--- config.mk ---
export PLATFORM = sky130hd
export DESIGN_NAME = apple_bridge_responder_flat
export DESIGN_NICKNAME = d
export VERILOG_FILES = /design/src/rtl/apple_bridge_pkg.sv /design/src/rtl/apple_bridge_responder_if.sv /design/src/rtl/bridge_sync2.sv /design/src/rtl/apple_bridge_responder.sv /design/src/flat_wrapper.sv
export SDC_FILE = /design/constraint.sdc
export NUM_CORES = 1
export LEC_CHECK = 0
export CAP_MARGIN = 20
export CORE_AREA = 2 2 112 114
export DETAILED_ROUTE_END_ITERATION = 7
export DIE_AREA = 0 0 114 116
export GPL_TIMING_DRIVEN = 0
export SLEW_MARGIN = 25
export SYNTH_ARGS = -nofsm -noshare
export SYNTH_HDL_FRONTEND = slang
export SYNTH_HIERARCHICAL = 1
export SYNTH_SLANG_ARGS = --single-unit
--- constraint.sdc ---
create_clock -name clk_logic -period 2.1 [get_ports clk_logic]
set_clock_uncertainty 0.05 [all_clocks]
set_input_delay 0.42 -clock clk_logic [delete_from_list [all_inputs] [get_ports clk_logic]]
set_output_delay 0.42 -clock clk_logic [all_outputs]
set_load 0.02 [all_outputs]
--- src/rtl/apple_bridge_pkg.sv ---
// Shared register-select codes and write-FSM state type for the Apple II bridge responder.
package apple_bridge_pkg;
   localparam logic [2:0] SEL_CTRL    = 3'd0;
   localparam logic [2:0] SEL_DATA    = 3'd1;
   localparam logic [2:0] SEL_ADDR_LO = 3'd2;
   localparam logic [2:0] SEL_ADDR_HI = 3'd3;
   localparam logic [2:0] SEL_M2      = 3'd4;
   localparam logic [2:0] SEL_DIP     = 3'd5;
   localparam logic [2:0] SEL_STAT    = 3'd6;

   typedef enum logic {
      W_IDLE = 1'b0,
      W_HOLD = 1'b1
   } wr_state_t;
endpackage

--- src/rtl/apple_bridge_responder_if.sv ---
// Master-side bridge bus: register select, rd/wr strobes and the shared 8-bit data path.
// Read data is combinational from sel/rd_n; writes are single-commit per wr_n low pulse.
interface apple_bridge_responder_if;
   logic [2:0] sel;
   logic       rd_n;
   logic       wr_n;
   logic [7:0] wdata;
   logic       wdata_oe;
   logic [7:0] rdata;
   logic       rdata_oe;

   modport master (output sel, rd_n, wr_n, wdata, wdata_oe, input rdata, rdata_oe);
   modport slave  (input sel, rd_n, wr_n, wdata, wdata_oe, output rdata, rdata_oe);
endinterface

--- src/rtl/bridge_sync2.sv ---
// Parameterised-width two-flop synchronizer; 2-cycle latency, no flow control.
// Reset loads RST_VAL into both stages so idle-high Apple lines read as inactive.
module bridge_sync2 #(
   parameter int               WIDTH   = 1,
   parameter logic [WIDTH-1:0] RST_VAL = '0
) (
   input  logic             clk,
   input  logic             reset,
   input  logic [WIDTH-1:0] d,
   output logic [WIDTH-1:0] q
);
   logic [WIDTH-1:0] meta;

   always_ff @(posedge clk) begin
      if (reset) begin
         meta <= RST_VAL;
         q    <= RST_VAL;
      end else begin
         meta <= d;
         q    <= meta;
      end
   end
endmodule

--- src/rtl/apple_bridge_responder.sv ---
// Apple II bridge responder: combinational read mux (0-cycle), one-commit-per-pulse writes; no backpressure.
// Optional DIP debounce is enabled with `define A2_BRIDGE_DIP_DEBOUNCE_EN.
module apple_bridge_responder
   import apple_bridge_pkg::*;
#(
   parameter logic [15:0] DEBOUNCE_CYCLES   = 16'd50_000,
   parameter logic [7:0]  CONTROL_RESET_VAL = 8'hFF
) (
   input  logic                            clk_logic,
   input  logic                            reset,
   apple_bridge_responder_if.slave         bridge,
   input  logic                            bus_d_oe_n_i,
   input  logic [15:0]                     apple_addr_i,
   input  logic [7:0]                      apple_d_i,
   input  logic                            apple_rw_n_i,
   input  logic                            apple_m2sel_n_i,
   input  logic                            apple_m2b0_i,
   input  logic [7:0]                      gpio_i,
   input  logic [3:0]                      dip_n_i,
   output logic [7:0]                      apple_d_o,
   output logic                            apple_d_oe_o,
   output logic [7:0]                      control_o
);
   logic [26:0] apple_s;
   logic [15:0] addr_s;
   logic [7:0]  d_s;
   logic        rw_s, m2sel_s, m2b0_s;
   logic [7:0]  gpio_s;
   logic [3:0]  dip_s;
   logic [3:0]  dip_reg;
   logic [7:0]  stat_byte;

   bridge_sync2 #(.WIDTH(27), .RST_VAL({16'h0000, 8'h00, 1'b1, 1'b1, 1'b0})) u_sync_apple (
      .clk(clk_logic), .reset(reset),
      .d({apple_addr_i, apple_d_i, apple_rw_n_i, apple_m2sel_n_i, apple_m2b0_i}),
      .q(apple_s));
   bridge_sync2 #(.WIDTH(8), .RST_VAL(8'h00)) u_sync_gpio (
      .clk(clk_logic), .reset(reset), .d(gpio_i), .q(gpio_s));
   bridge_sync2 #(.WIDTH(4), .RST_VAL(4'hF)) u_sync_dip (
      .clk(clk_logic), .reset(reset), .d(dip_n_i), .q(dip_s));

   assign {addr_s, d_s, rw_s, m2sel_s, m2b0_s} = apple_s;

   logic [2:0]  prev_sel;
   logic [15:0] addr_snap;
   logic        rw_snap, m2sel_snap, m2b0_snap;
   logic [7:0]  data_snap;
   logic        load_addr, load_data;

   assign load_addr = (bridge.sel == SEL_ADDR_LO) && (prev_sel != SEL_ADDR_LO);
   assign load_data = (bridge.sel == SEL_DATA) && (prev_sel != SEL_DATA) && !bridge.rd_n;

   always_ff @(posedge clk_logic) begin
      if (reset) begin
         prev_sel   <= SEL_CTRL;
         addr_snap  <= 16'h0000;
         rw_snap    <= 1'b1;
         m2sel_snap <= 1'b1;
         m2b0_snap  <= 1'b0;
         data_snap  <= 8'h00;
      end else begin
         prev_sel <= bridge.sel;
         if (load_addr) begin
            addr_snap  <= addr_s;
            rw_snap    <= rw_s;
            m2sel_snap <= m2sel_s;
            m2b0_snap  <= m2b0_s;
         end
         if (load_data) data_snap <= d_s;
      end
   end

   // The master samples on the same edge that loads a snapshot, so the loading cycle reads the live value.
   logic [15:0] addr_view;
   logic [7:0]  data_view;
   assign addr_view = load_addr ? addr_s : addr_snap;
   assign data_view = load_data ? d_s : data_snap;

   logic [7:0] rd_mux;
   always_comb begin
      rd_mux = 8'hFF;
      case (bridge.sel)
         SEL_CTRL:    rd_mux = gpio_s;
         SEL_DATA:    rd_mux = data_view;
         SEL_ADDR_LO: rd_mux = addr_view[7:0];
         SEL_ADDR_HI: rd_mux = addr_snap[15:8];
         SEL_M2:      rd_mux = {6'b0, m2sel_snap, m2b0_snap};
         SEL_DIP:     rd_mux = {4'hF, dip_reg};
         SEL_STAT:    rd_mux = stat_byte;
         default:     rd_mux = 8'hFF;
      endcase
   end

   assign bridge.rdata_oe = !bridge.rd_n && !bridge.wdata_oe && bridge.wr_n && !reset;
   assign bridge.rdata    = bridge.rdata_oe ? rd_mux : 8'h00;
   assign apple_d_oe_o    = !bus_d_oe_n_i;

   wr_state_t wr_state, wr_state_nxt;
   logic      wr_armed;
   logic      wr_commit;

   // wr_armed blocks a commit when reset releases with wr_n still low.
   always_comb begin
      wr_state_nxt = wr_state;
      wr_commit    = 1'b0;
      case (wr_state)
         W_IDLE: if (!bridge.wr_n && bridge.wdata_oe && wr_armed) begin
            wr_commit    = 1'b1;
            wr_state_nxt = W_HOLD;
         end
         W_HOLD: if (bridge.wr_n) wr_state_nxt = W_IDLE;
         default: wr_state_nxt = W_IDLE;
      endcase
   end

   always_ff @(posedge clk_logic) begin
      if (reset) begin
         wr_state  <= W_IDLE;
         wr_armed  <= bridge.wr_n;
         control_o <= CONTROL_RESET_VAL;
         apple_d_o <= 8'h00;
      end else begin
         wr_state <= wr_state_nxt;
         if (bridge.wr_n) wr_armed <= 1'b1;
         if (wr_commit) begin
            if (bridge.sel == SEL_CTRL) control_o <= bridge.wdata;
            if (bridge.sel == SEL_DATA) apple_d_o <= bridge.wdata;
         end
      end
   end

`ifdef A2_BRIDGE_DIP_DEBOUNCE_EN
   logic [15:0] deb_cnt;
   logic [3:0]  dip_last;
   logic        debounce_busy;

   assign debounce_busy = (dip_s != dip_reg);
   assign stat_byte     = {7'b0, debounce_busy};

   always_ff @(posedge clk_logic) begin
      if (reset) begin
         dip_reg  <= 4'hF;
         dip_last <= 4'hF;
         deb_cnt  <= 16'd0;
      end else begin
         dip_last <= dip_s;
         if (!debounce_busy) begin
            deb_cnt <= 16'd0;
         end else if (dip_s != dip_last) begin
            deb_cnt <= 16'd1;
         end else if (deb_cnt >= DEBOUNCE_CYCLES - 16'd1) begin
            dip_reg <= dip_s;
            deb_cnt <= 16'd0;
         end else begin
            deb_cnt <= deb_cnt + 16'd1;
         end
      end
   end
`else
   assign dip_reg   = dip_s;
   assign stat_byte = 8'hFF;
`endif
endmodule

--- src/flat_wrapper.sv ---
// flat-port wrapper written by rule: the top's interface ports become plain ports
module apple_bridge_responder_flat import apple_bridge_pkg::*;
#(
   parameter logic [15:0] DEBOUNCE_CYCLES   = 16'd50_000,
   parameter logic [7:0]  CONTROL_RESET_VAL = 8'hFF
)
  (clk_logic, reset, bus_d_oe_n_i, apple_addr_i, apple_d_i, apple_rw_n_i, apple_m2sel_n_i, apple_m2b0_i, gpio_i, dip_n_i, apple_d_o, apple_d_oe_o, control_o, bridge_sel, bridge_rd_n, bridge_wr_n, bridge_wdata, bridge_wdata_oe, bridge_rdata, bridge_rdata_oe);
  apple_bridge_responder_if bridge_i ();
  input  logic clk_logic;
  input  logic reset;
  input  logic bus_d_oe_n_i;
  input  logic [15:0] apple_addr_i;
  input  logic [7:0] apple_d_i;
  input  logic apple_rw_n_i;
  input  logic apple_m2sel_n_i;
  input  logic apple_m2b0_i;
  input  logic [7:0] gpio_i;
  input  logic [3:0] dip_n_i;
  output logic [7:0] apple_d_o;
  output logic apple_d_oe_o;
  output logic [7:0] control_o;
  input wire logic [$bits(bridge_i.sel)-1:0] bridge_sel;
  input wire logic [$bits(bridge_i.rd_n)-1:0] bridge_rd_n;
  input wire logic [$bits(bridge_i.wr_n)-1:0] bridge_wr_n;
  input wire logic [$bits(bridge_i.wdata)-1:0] bridge_wdata;
  input wire logic [$bits(bridge_i.wdata_oe)-1:0] bridge_wdata_oe;
  output wire logic [$bits(bridge_i.rdata)-1:0] bridge_rdata;
  output wire logic [$bits(bridge_i.rdata_oe)-1:0] bridge_rdata_oe;
  assign bridge_i.sel = bridge_sel;
  assign bridge_i.rd_n = bridge_rd_n;
  assign bridge_i.wr_n = bridge_wr_n;
  assign bridge_i.wdata = bridge_wdata;
  assign bridge_i.wdata_oe = bridge_wdata_oe;
  assign bridge_rdata = bridge_i.rdata;
  assign bridge_rdata_oe = bridge_i.rdata_oe;
  apple_bridge_responder #(.DEBOUNCE_CYCLES(DEBOUNCE_CYCLES), .CONTROL_RESET_VAL(CONTROL_RESET_VAL)) u_core (.clk_logic(clk_logic), .reset(reset), .bridge(bridge_i), .bus_d_oe_n_i(bus_d_oe_n_i), .apple_addr_i(apple_addr_i), .apple_d_i(apple_d_i), .apple_rw_n_i(apple_rw_n_i), .apple_m2sel_n_i(apple_m2sel_n_i), .apple_m2b0_i(apple_m2b0_i), .gpio_i(gpio_i), .dip_n_i(dip_n_i), .apple_d_o(apple_d_o), .apple_d_oe_o(apple_d_oe_o), .control_o(control_o));
endmodule
==> metrics <==
vertical extent of the die=between 100 and 150 um; first-pass iteration count of the detailed router=4; slew at the pin with the worst max-slew slack=0.551 ns; via count of the first global-routing pass=~3200; wire length of the first global-routing pass=about 15000 um; portion of the clock cycle consumed by the worst path in the final layout=114%; Final Max Tran Viols=0; post-route standard cell area excluding fillers=around 6000 um2; Worst-path clk slew=0.05 ns; pre-CTS setup slack=-1.40 ns; FF-to-FF End=u_core/apple_d_o[6]; commonest non-fill, non-tap cell in the layout=sky130_fd_sc_hd__dfxtp_1; worst-path fanout max=8; P per Cell Area=about 910 nW/um2; Total Routed Length=about 9400 um; Fin Hold WS=0.344 ns; diodes inserted=0; root cell of the clock tree=sky130_fd_sc_hd__clkbuf_16; per-cell routed wire length=around 14 um; post-synth design cell area=approximately 4300 um2; GR Layer Usage met2=around a quarter; f_max=around 420 MHz; register-to-register setup slack=just under 0.4 ns; min-delay worst type=input port to flop; start point of the worst min-delay path=bridge_wr_n; post-synth net total=between 400 and 500; GRT Total Usage=between 10% and 20%; worst hold path depth=2; top library cells by usage in the layout, fill and taps aside=sky130_fd_sc_hd__dfxtp_1, sky130_fd_sc_hd__clkdlybuf4s50_1, sky130_fd_sc_hd__nand2_1; post-layout util=between 50% and 60%; area of the placeable core=11900 um2; vias post-DR=about 3200; starting DRC count in detailed routing=125; Yosys warning total=6; hold buffer count at CTS=0; violated checks=setup timing; leakage power total=approximately 2.3 nW; worst relative slew slack=between 60 and 70%; Clock Path Buffers=2; met1 track utilization from global routing=17.3%; worst r2r path cells=5; area post-placement=between 5000 and 6000 um2; critical path arrival=about 1.9 ns; startpoint type of the worst setup path=flop; Via density=4.67; width of the die=approximately 110 um; H-tree levels=4; fin worst setup slack=-0.299 ns; aggregate global routing overflow=0; HPWL after detailed placement=roughly 6600 um; Cells after Synth=around 430; Worst setup EP type=output port; Layout Area Growth over Synthesis=41.5%; VDD IR max=~420 uV; I/O pin count=82; maximum number of pins on one net before global-route repair=28; Worst-Skew Late Latency=about 0.40 ns; starting utilization of the core area=between 30% and 40%; row count=40; TritonCTS Buffers=17; clock sink count=~120; total die area=13200 um2; reg-to-reg startpoint=u_core/wr_armed; total number of nets in the final design=between 500 and 600; Avg Synthesized Cell Area=roughly 10 um2; final weighted congestion of routability-driven global placement=0.833; met3 demand-to-capacity share in global routing=under 10%; initial antenna violation count=1; clock tree from TritonCTS=yes; count of antenna-violating nets left after detailed routing=0; Remaining DRCs=0; Final Critical Period=between 2 and 2.5 ns; status=finished, violations left; type of the worst setup path=flop to output port; WHS Endpoint=u_core/wr_armed; setup tns final=-2.03 ns; total of buffers placed on input and output ports=78; Final Hold Viols=0; layout cell share with drive strength beyond 1=roughly a fifth; busiest metal layer after global routing=met2; final setup violating endpoints=8; unrepaired setup endpoints after global routing=yes; max_cap viols=0; Data required, critical path=1.63 ns
## flip-flops by register name, summed over array words and instances, names as in the netlist
signal and cells:
u_core/u_sync_dip/q 4, u_core/u_sync_dip/meta 4, u_core/u_sync_apple/meta 26, u_core/prev_sel 3, u_core/apple_d_o 8, u_core/wr_state 1, u_core/u_sync_gpio/q 8, u_core/u_sync_gpio/meta 8
u_core/data_snap 8, u_core/m2sel_snap 1, u_core/m2b0_snap 1, u_core/wr_armed 1, u_core/control_o 8, u_core/addr_snap 16, u_core/u_sync_apple/q 26
## metal layers
layer	wire (um)	share of wire, %
met5	7	0.074
met4	180	1.9
met3	440	4.7
met2	4710	50
met1	4090	43
## how the worst max path moves through the flow
| stage | start | cells after the start | slack, ns | to |
|---|---|---|---|---|
| 2_1_floorplan | bridge_sel[2] | 7 | -0.06 | bridge_rdata[5] |
| 5_1_grt | u_core/prev_sel[0] | 7 | -0.38 | bridge_rdata[0] |
| 3_5_place_dp | reset | 4 | -1.40 | bridge_rdata[0] |
| 6_report | u_core/prev_sel[0] | 5 | -0.30 | bridge_rdata[0] |
| 4_1_cts | u_core/prev_sel[0] | 7 | -0.30 | bridge_rdata[0] |
| 3_3_place_gp | reset | 4 | -1.34 | bridge_rdata[1] |
## per-stage QoR
step | total power, mW | std cells
CTS | 5.58 | 692
global route | 5.73 | 694
global placement | 2.87 | 654
detailed placement | 2.87 | 654
floorplan | 2.69 | 429
finish | 5.53 | 694
## area by class of cell
cell class              instances  area (um2)
plain buffers                  26         166
clock buffers                  22         444
clock inverters                 8        97.6
fillers                      1097        5810
inverters                       2        7.51
multi-input cells             276        1830
flip-flops and latches        123        2480
well taps                     147         184
repair buffers                 90         898
## worst max-delay path, cell delays in order (launching register included)
cell and delay, ns:
sky130_fd_sc_hd__dfxtp_2 0.36, sky130_fd_sc_hd__or3b_4 0.45, sky130_fd_sc_hd__nand4_1 0.14, sky130_fd_sc_hd__a21oi_1 0.11, sky130_fd_sc_hd__o31a_1 0.33, sky130_fd_sc_hd__buf_6 0.14
## power breakdown
group          switching [mW]  internal [mW]  leakage (nW)
clock network           0.945           1.72         0.256
registers              0.0286           2.42          1.01
logic                   0.186          0.220          1.05
## repair_timing
action                     in CTS  in global routing
gates resized for setup        91                  3
cloned                          1                  0
buffers inserted                9                  2
setup endpoints to repair      40                  9
pin swaps                      15                  6
Power figures use the tool's default switching activity.
